<file path="src/rtl/tick_timer_arbiter_if.sv">
// Handshake bundle between timing consumers and the shared tick counter.
// The consumers drive req/req_period; the arbiter drives the rest.
interface tick_timer_arbiter_if #(
    parameter int NUM_REQ = 4,
    parameter int WIDTH   = 8
);
    logic [NUM_REQ-1:0]       req;
    logic [NUM_REQ*WIDTH-1:0] req_period;
    logic [NUM_REQ-1:0]       gnt;
    logic [NUM_REQ-1:0]       done;
    logic                     busy;
    logic [WIDTH-1:0]         count;

    modport master (
        output req, req_period,
        input  gnt, done, busy, count
    );

    modport slave (
        input  req, req_period,
        output gnt, done, busy, count
    );
endinterface

</file>
<file path="src/rtl/tick_timer_arbiter.sv">
// Shared tick counter time-multiplexed between NUM_REQ requesters.
// TICK_TIMER_ARB_RR_EN selects round-robin, otherwise lowest index wins.
module tick_timer_arbiter #(
    parameter int NUM_REQ = 4,
    parameter int WIDTH   = 8
) (
    input  logic                  clk,
    input  logic                  rst,
    tick_timer_arbiter_if.slave   bus
);
    localparam int IW = (NUM_REQ > 1) ? $clog2(NUM_REQ) : 1;

    typedef enum logic [1:0] {
        IDLE = 2'd0,
        RUN  = 2'd1,
        DONE = 2'd2
    } state_t;

    state_t           state_q, state_d;
    logic [IW-1:0]    owner_q, owner_d;
    logic [WIDTH-1:0] period_q, period_d;
    logic [WIDTH-1:0] count_q, count_d;
    logic [IW-1:0]    win;
    logic             found;

`ifdef TICK_TIMER_ARB_RR_EN
    logic [IW-1:0] last_q;
    logic          retire;

    // Search upward from last+1 so the previous owner ranks lowest.
    always_comb begin
        win   = '0;
        found = 1'b0;
        for (int i = 1; i <= NUM_REQ; i++) begin
            if (!found && bus.req[(int'(last_q) + i) % NUM_REQ]) begin
                win   = IW'((int'(last_q) + i) % NUM_REQ);
                found = 1'b1;
            end
        end
    end

    assign retire = (state_q == RUN) &&
                    (!bus.req[owner_q] || count_q == period_q);

    always_ff @(posedge clk) begin
        if (!rst) begin
            last_q <= IW'(NUM_REQ - 1);
        end else if (retire) begin
            last_q <= owner_q;
        end
    end
`else
    always_comb begin
        win   = '0;
        found = 1'b0;
        for (int i = 0; i < NUM_REQ; i++) begin
            if (!found && bus.req[i]) begin
                win   = IW'(i);
                found = 1'b1;
            end
        end
    end
`endif

    always_ff @(posedge clk) begin
        if (!rst) begin
            state_q  <= IDLE;
            owner_q  <= '0;
            period_q <= '0;
            count_q  <= '0;
        end else begin
            state_q  <= state_d;
            owner_q  <= owner_d;
            period_q <= period_d;
            count_q  <= count_d;
        end
    end

    always_comb begin
        state_d  = state_q;
        owner_d  = owner_q;
        period_d = period_q;
        count_d  = count_q;
        unique case (state_q)
            IDLE: begin
                count_d = '0;
                if (found) begin
                    state_d  = RUN;
                    owner_d  = win;
                    period_d = bus.req_period[int'(win)*WIDTH +: WIDTH];
                end
            end
            RUN: begin
                // Abandonment wins over terminal count.
                if (!bus.req[owner_q]) begin
                    state_d = IDLE;
                    count_d = '0;
                end else if (count_q == period_q) begin
                    state_d = DONE;
                end else begin
                    count_d = count_q + 1'b1;
                end
            end
            DONE: begin
                state_d = IDLE;
                count_d = '0;
            end
            default: begin
                state_d = IDLE;
                count_d = '0;
            end
        endcase
    end

    always_comb begin
        bus.gnt  = '0;
        bus.done = '0;
        bus.busy = 1'b0;
        unique case (state_q)
            RUN: begin
                bus.gnt[owner_q] = 1'b1;
                bus.busy         = 1'b1;
            end
            DONE: begin
                bus.done[owner_q] = 1'b1;
                bus.busy          = 1'b1;
            end
            default: begin
                bus.busy = 1'b0;
            end
        endcase
    end

    assign bus.count = count_q;
endmodule

</file>
<file path="src/flat_wrapper.sv">
// flat-port wrapper written by rule: the top's interface ports become plain ports
module tick_timer_arbiter_flat 
#(
    parameter int NUM_REQ = 4,
    parameter int WIDTH   = 8
)
  (clk, rst, bus_req, bus_req_period, bus_gnt, bus_done, bus_busy, bus_count);
  tick_timer_arbiter_if #(.NUM_REQ(NUM_REQ), .WIDTH(WIDTH)) bus_i ();
  input  logic clk;
  input  logic rst;
  input wire logic [$bits(bus_i.req)-1:0] bus_req;
  input wire logic [$bits(bus_i.req_period)-1:0] bus_req_period;
  output wire logic [$bits(bus_i.gnt)-1:0] bus_gnt;
  output wire logic [$bits(bus_i.done)-1:0] bus_done;
  output wire logic [$bits(bus_i.busy)-1:0] bus_busy;
  output wire logic [$bits(bus_i.count)-1:0] bus_count;
  assign bus_i.req = bus_req;
  assign bus_i.req_period = bus_req_period;
  assign bus_gnt = bus_i.gnt;
  assign bus_done = bus_i.done;
  assign bus_busy = bus_i.busy;
  assign bus_count = bus_i.count;
  tick_timer_arbiter #(.NUM_REQ(NUM_REQ), .WIDTH(WIDTH)) u_core (.clk(clk), .rst(rst), .bus(bus_i));
endmodule
</file>
<file path="config.mk">
export PLATFORM = sky130hd
export DESIGN_NAME = tick_timer_arbiter_flat
export DESIGN_NICKNAME = d
export VERILOG_FILES = /design/src/rtl/tick_timer_arbiter_if.sv /design/src/rtl/tick_timer_arbiter.sv /design/src/flat_wrapper.sv
export SDC_FILE = /design/constraint.sdc
export NUM_CORES = 1
export LEC_CHECK = 0
export ABC_CLOCK_PERIOD_IN_PS = 1740
export CORE_ASPECT_RATIO = 1.75
export CORE_UTILIZATION = 45
export CTS_BUF_LIST = sky130_fd_sc_hd__clkbuf_16
export DETAILED_ROUTE_END_ITERATION = 8
export PLACE_DENSITY = 0.8
export SLEW_MARGIN = 15
export SYNTH_ARGS = -nofsm -noshare
export SYNTH_HDL_FRONTEND = slang
export SYNTH_SLANG_ARGS = --single-unit
export TNS_END_PERCENT = 1
</file>
<file path="constraint.sdc">
create_clock -name clk -period 1.74 [get_ports clk]
set_input_delay 0.348 -clock clk [delete_from_list [all_inputs] [get_ports clk]]
set_output_delay 0.348 -clock clk [all_outputs]
set_load 0.005 [all_outputs]
</file>
Yosys cells after proc, flatten, opt, wreduce, memory -nomap -nowiden
Index checks and enable logic that the tools add are counted.
- $add $sub $neg: 1
- $lt $le $gt $ge: 2
- eq/ne operators: 5
- shifts and indexed selects: 1
- muxes and demuxes: 18
- reduce and logical (&&, ||, !) cells: 12
- operator list (operator ; count):
    32-bit by 6-bit variable part select with 8-bit output ; 1
    2-bit 2-to-1 mux ; 5
    8-bit by 1-bit adder with 8-bit output, second input constant ; 1
    8-bit == test ; 1
    1-bit 2-to-1 mux ; 8
    4-bit 2-to-1 mux ; 2
    1-bit logical AND ; 4
    2-bit one-hot mux with 2 select lines ; 1
    2-bit AND reduction ; 2
    1-bit zero test ; 3
    2-bit by 3-bit < comparator with 1-bit output, second input constant ; 1
    3-bit != test, second input constant ; 1
    3-bit AND reduction ; 1
    1-bit binary-select mux with 2-bit select ; 1
    1-bit demux with 2-bit select ; 1
    2-bit by 1-bit == test with 1-bit output, second input constant ; 1
    2-bit == test, second input constant ; 1
    2-bit by 1-bit greater-or-equal comparator with 1-bit output, second input constant ; 1
    2-bit zero test ; 1
    2-bit by 1-bit != test with 1-bit output, second input constant ; 1
    2-bit OR reduction ; 1
- register bits after elaboration: 20
- input port bits: 38
- output and inout port bits: 17
- logic and storage cells: 43

Longest topological paths before layout
- depth in word-level cells: 12
- gate-level depth with buffers: 6
- mapped depth without buffers: 6

Least setup slack after synthesis
Ideal clock, no wire load.
- path kind: reg-to-reg
- from: reg u_core.state_q[0]
- to: reg u_core.period_q[0]
- library setup time: 120 ps
- data arrival time: 1382 ps
- required time: 1620 ps
- setup slack: 238 ps
- cell stages (with the launch flop): 7
- buffers on the path: 0
- period minus slack after synthesis: 1502 ps
- path through: dfxtp_1 -> inv_1 -> ha_1 -> nor2b_1 -> o21ai_1 -> a21oi_1 -> o31a_1
- word-level cells in the longest chain between the ends: 2
- RTL lines (element ; line ; RTL):
    start: declaration ; tick_timer_arbiter.sv:19 ; state_t state_q, state_d;
    start signal: assignment ; tick_timer_arbiter.sv:72 ; state_q <= state_d;
    2-bit zero test ; tick_timer_arbiter.sv:84 ; unique case (state_q)
    2-bit AND reduction (no source line) ; n/a ;
    end signal: assignment ; tick_timer_arbiter.sv:74 ; period_q <= period_d;
    end: declaration ; tick_timer_arbiter.sv:21 ; logic [WIDTH-1:0] period_q, period_d;
No other way between the ends.
A chain may end at the register's enable or synchronous reset.

Worst setup path after layout
- from: reg u_core.state_q[1]
- to: out bus_gnt[3]
- word-level cells in the longest chain between the ends: 2
- RTL lines (element ; line ; RTL):
    2-bit by 1-bit == test with 1-bit output ; tick_timer_arbiter.sv:119 ; unique case (state_q)
    4-bit 2-to-1 mux ; tick_timer_arbiter.sv:119 ;
    end: declaration ; flat_wrapper.sv:13 ; output wire logic [$bits(bus_i.gnt)-1:0] bus_gnt;
No other way between the ends.

==> metrics.md <==
| Metric | Value |
|---|---|
| Hold path cells | 2 |
| Dominant synthesized flop cell | dfxtp_1 |
| Fin. Hold Viols | 0 |
| Synth warn | 0 |
| Total track usage | a little over a quarter |
| Largest area contributor in the netlist | dfxtp_1 |
| ANT nets after route | 0 |
| Final WS setup | -0.0983 ns |
| Clock buffer depth | 2 |
| H-Tree Depth | 1 |
| Status | finished with violations |
| Post-CTS setup-driven buffer insertion count | 0 |
| Non-Filler Instances | between 300 and 400 |
| Total Wirelength | approximately 4500 um |
| Async set or reset register ratio after synthesis | 0% |
| DP Area | 2210 um^2 |
| Required time worst endpoint | ~1.4 ns |
| Drt pass-1 iters | 4 |
| Number of global-route vias before repair | ~1700 |
| Die area | between 3000 and 4000 um^2 |
| TNS Setup | -0.0983 ns |
| Pre-CTS setup slack | -0.240 ns |
| Area delta synth->final | 52.8% |
| Syn avg cell area | 8.01 um^2 |
| WL/cell | 14.8 um |
| Worst-margin pin slew | approximately 0.33 ns |
| Clk network pwr share | roughly 29% |
| Part of the power in combinational logic | between 40% and 50% |
| CP startpoint kind | flip-flop |
| Failing checks | negative setup slack |
| Max cap viols | 0 |
| Die Wd | 46.2 um |
| Clk_skew | around 0.0042 ns |
| Sw Share | approximately a third |
| Clk_lat worst skew | ~0.25 ns |
| P per Cell Area | roughly 900 nW/um^2 |
| Worst-path clk slew | about 0.060 ns |
| Post-synthesis sequential area ratio | between 20% and 30% |
| RR Endpoint | u_core.period_q[0]$_SDFFE_PN0P_ |
| Synth Register Bits | 20 |
| Core footprint | roughly 3200 um^2 |
| Internal | ~0.0014 W |
| CTS tree | done |
| Kind of critical path | flip-flop to primary output |
| Final core area utilization | 73.2% |
| Hold_buf cts | 0 |
| Synth Net Count | 235 |
| Seq pwr share | 27.6% |
| Post-Synth XOR/XNOR Area | under 10% |
| Slew Viols, Final | 0 |
| Compound-gate portion of the synthesized area | 26.8% |
| Post-synth top cells | nand3_1 (25), a21oi_1 (22), dfxtp_1 (20), nand2_1 (15) |
| Total Nets Final | 302 |
| Reg2Reg Setup Slack | 0.14 ns |
| # rows | 27 |
| First-pass GRT wire length | approximately 7500 um |
| Simple-gate portion of the synthesized area | approximately 28% |
| Lkg Pwr | roughly 0.9 nW |
| Post-synthesis mux area share | 3.42% |
| Post-route clock period utilization | 106% |
| Max rail drop VDD | ~0.50 mV |
| N_diodes | 0 |
| Total congestion overflow | 0 |
| EDFF count, synth | 0 |
| Worst path slowest cell | clkdlybuf4s50_1 |
| R2R depth | 8 |
| CP max stage delay | 0.49 ns |
| Yosys cell types | between 40 and 50 |
| Share of cells above drive strength 1 | about a fifth |
| Synthesized instance count | ~190 |
| Initial antenna violation count | 0 |
| DRT iter0 DRCs | 30 |
| Die height | between 70 and 80 um |
| DR DRC count | 0 |
| Root Driver | clkbuf_16 |
| CP max FO | 5 |
| Arrival time at the worst endpoint | 1.49 ns |
| Hold path start | u_core.bus.count[7]$_SDFFE_PN0P_ |
| Worst Hold Endpoint | u_core.bus.count[7]$_SDFFE_PN0P_ |
| Crit path max-delay family | buffers and inverters |
| Final Wtd Congestion | 0.808 |
| Initial Util | between 40% and 50% |
| Io pins | 55 |
| Worst path bufs/invs | 2 |
| Sw Pwr | about 0.00073 W |
| Cell Area, Synth | between 1500 and 2000 um^2 |
| Fillers | 261 |
| Peak Freq | between 500 and 600 MHz |
| Placed Cells | 297 |
| Crit path time final | ~1.8 ns |
| Area contributors post-synth | dfxtp_1 (26%), nand3_1 (8.1%), a21oi_1 (7.2%) |
| TritonCTS Buffers | 3 |
| RSZ-0062 raised after global routing | yes |
| Critical Path End Type | primary output |
| Largest family of logic cells by synthesized area | simple AND/OR/NAND/NOR gates |
| R2r startpoint | u_core.state_q[1]$_SDFFE_PN0P_ |
| Fin area | approximately 2300 um^2 |
| Min-delay worst type | flip-flop to flip-flop |
| Largest net degree at the start of global routing | 19 |
| Finish-stage setup viols | 1 |
| CTS sink cnt | 20 |
| Avg Vias per Cell | between 5 and 6 |
| Rel. slew slack | 77.8% |
| Post-synth top area share | between 20% and 30% |
| Synthesized-area fraction occupied by adder cells | 4.07% |
| DP HPWL | between 3000 and 4000 um |
| Most frequent cell after synthesis | nand3_1 |
| Port Buffers | 54 |
| CP cell instances | inv_2, ha_4, and3_2, clkdlybuf4s50_1 |
| DR vias | approximately 1700 |
-- worst min-delay path, stage by stage (launching register included) --
cell and delay (ns):
dfxtp_1 0.34, nand2_1 0.06, mux2i_1 0.05
-- through the flow --
| step | total power, W | hold slack [ns] |
|---|---|---|
| finish | 0.00217 | 0.504 |
| detailed placement | 0.00150 | 0.496 |
| global route | 0.00229 | 0.549 |
| floorplan | 0.00118 | 0.483 |
| CTS | 0.00215 | 0.506 |
| global placement | 0.00148 | 0.489 |
-- area by class of cell --
| class | instances | area (um^2) | area share, % |
|---|---|---|---|
| clock inverter | 1 | 30.0 | 1.28 |
| tap | 43 | 53.8 | 2.29 |
| sequential | 20 | 407 | 17.3 |
| multi-input combinational | 157 | 1050 | 44.9 |
| timing repair buffer | 74 | 716 | 30.5 |
| inverter | 3 | 13.8 | 0.586 |
| clock buffer | 3 | 75.1 | 3.19 |
-- cell families (layout without fill, tap and decap cells) --
| logic type | after synthesis | after routing |
|---|---|---|
| muxes | 4 | 4 |
| adders and majority gates | 5 | 5 |
| xor gates and xnor gates | 8 | 8 |
| and+or+nand+nor | 76 | 76 |
| AOI/OAI and AO/OA | 64 | 64 |
| DFF | 20 | 20 |
| buffers and inverters | 15 | 81 |
-- state kept, by name (all words and copies together), names as in the netlist --
| register | flops |
|---|---|
| u_core.bus.count | 8 |
| u_core.period_q | 8 |
| u_core.owner_q | 2 |
| u_core.state_q | 2 |
-- power by group through the flow --
stage	registers, W	clock network, W	logic [W]
2_1_floorplan	0.000567	0	0.000610
3_3_place_gp	0.000585	0	0.000895
3_5_place_dp	0.000585	0	0.000913
4_1_cts	0.000589	0.000640	0.000916
5_1_grt	0.000608	0.000664	0.00102
6_report	0.000599	0.000637	0.000935
-- routing by layer --
layer | up-vias | routed length, um | part of all wire (%) | track usage [%]
met5 | - | 0 | 0 | 0
met4 | 0 | 67 | 1.5 | 10.0
met3 | 6 | 109 | 2.4 | 3.18
met2 | 49 | 2510 | 56 | 47.2
met1 | 792 | 1770 | 40 | 31.9
li1 | 834 | - | - | -
-- worst max-delay path by stage --
stage	startpoint	end	depth (start not counted)
6_report	u_core.state_q[1]$_SDFFE_PN0P_	bus_gnt[3]	4
3_3_place_gp	bus_req[1]	u_core.period_q[7]$_SDFFE_PN0P_	6
5_1_grt	u_core.state_q[1]$_SDFFE_PN0P_	bus_gnt[3]	4
4_1_cts	u_core.state_q[0]$_SDFFE_PN0P_	bus_done[1]	4
3_5_place_dp	bus_req[1]	u_core.period_q[4]$_SDFFE_PN0P_	6
2_1_floorplan	u_core.state_q[0]$_SDFFE_PN0P_	u_core.period_q[0]$_SDFFE_PN0P_	6
-- placed cells by master (no fill, tap or decap), drive strengths merged --
| master | n |
|---|---|
| o311ai | 1 |
| buf | 20 |
| mux4 | 1 |
| clkbuf | 3 |
| nor3b | 2 |
| nand2 | 15 |
| nor3 | 2 |
| a211oi | 1 |
| nand4 | 2 |
| nor2b | 3 |
| o31a | 8 |
| a2bb2oi | 1 |
| a2111o | 3 |
| nor2 | 5 |
| clkdlybuf4s50 | 45 |
| ha | 5 |
| mux2i | 3 |
| and4 | 2 |
| nand3 | 26 |
| a21boi | 1 |
| dlygate4sd2 | 6 |
| bufinv | 1 |
| a31oi | 1 |
| or2 | 2 |
| xnor2 | 8 |
| a221oi | 1 |
| dlymetal6s2s | 3 |
| dfxtp | 20 |
| and2 | 8 |
| a21oi | 22 |
| nand2b | 3 |
| and3 | 4 |
| and3b | 2 |
| a2111oi | 1 |
| inv | 3 |
| o21ai | 24 |
-- timing repair --
action,4_1_cts,5_1_grt
endpoints found under the setup margin,9,12
gates resized for setup,14,8
pin swaps,0,0
No activity file was read; power rests on OpenSTA's default activity.
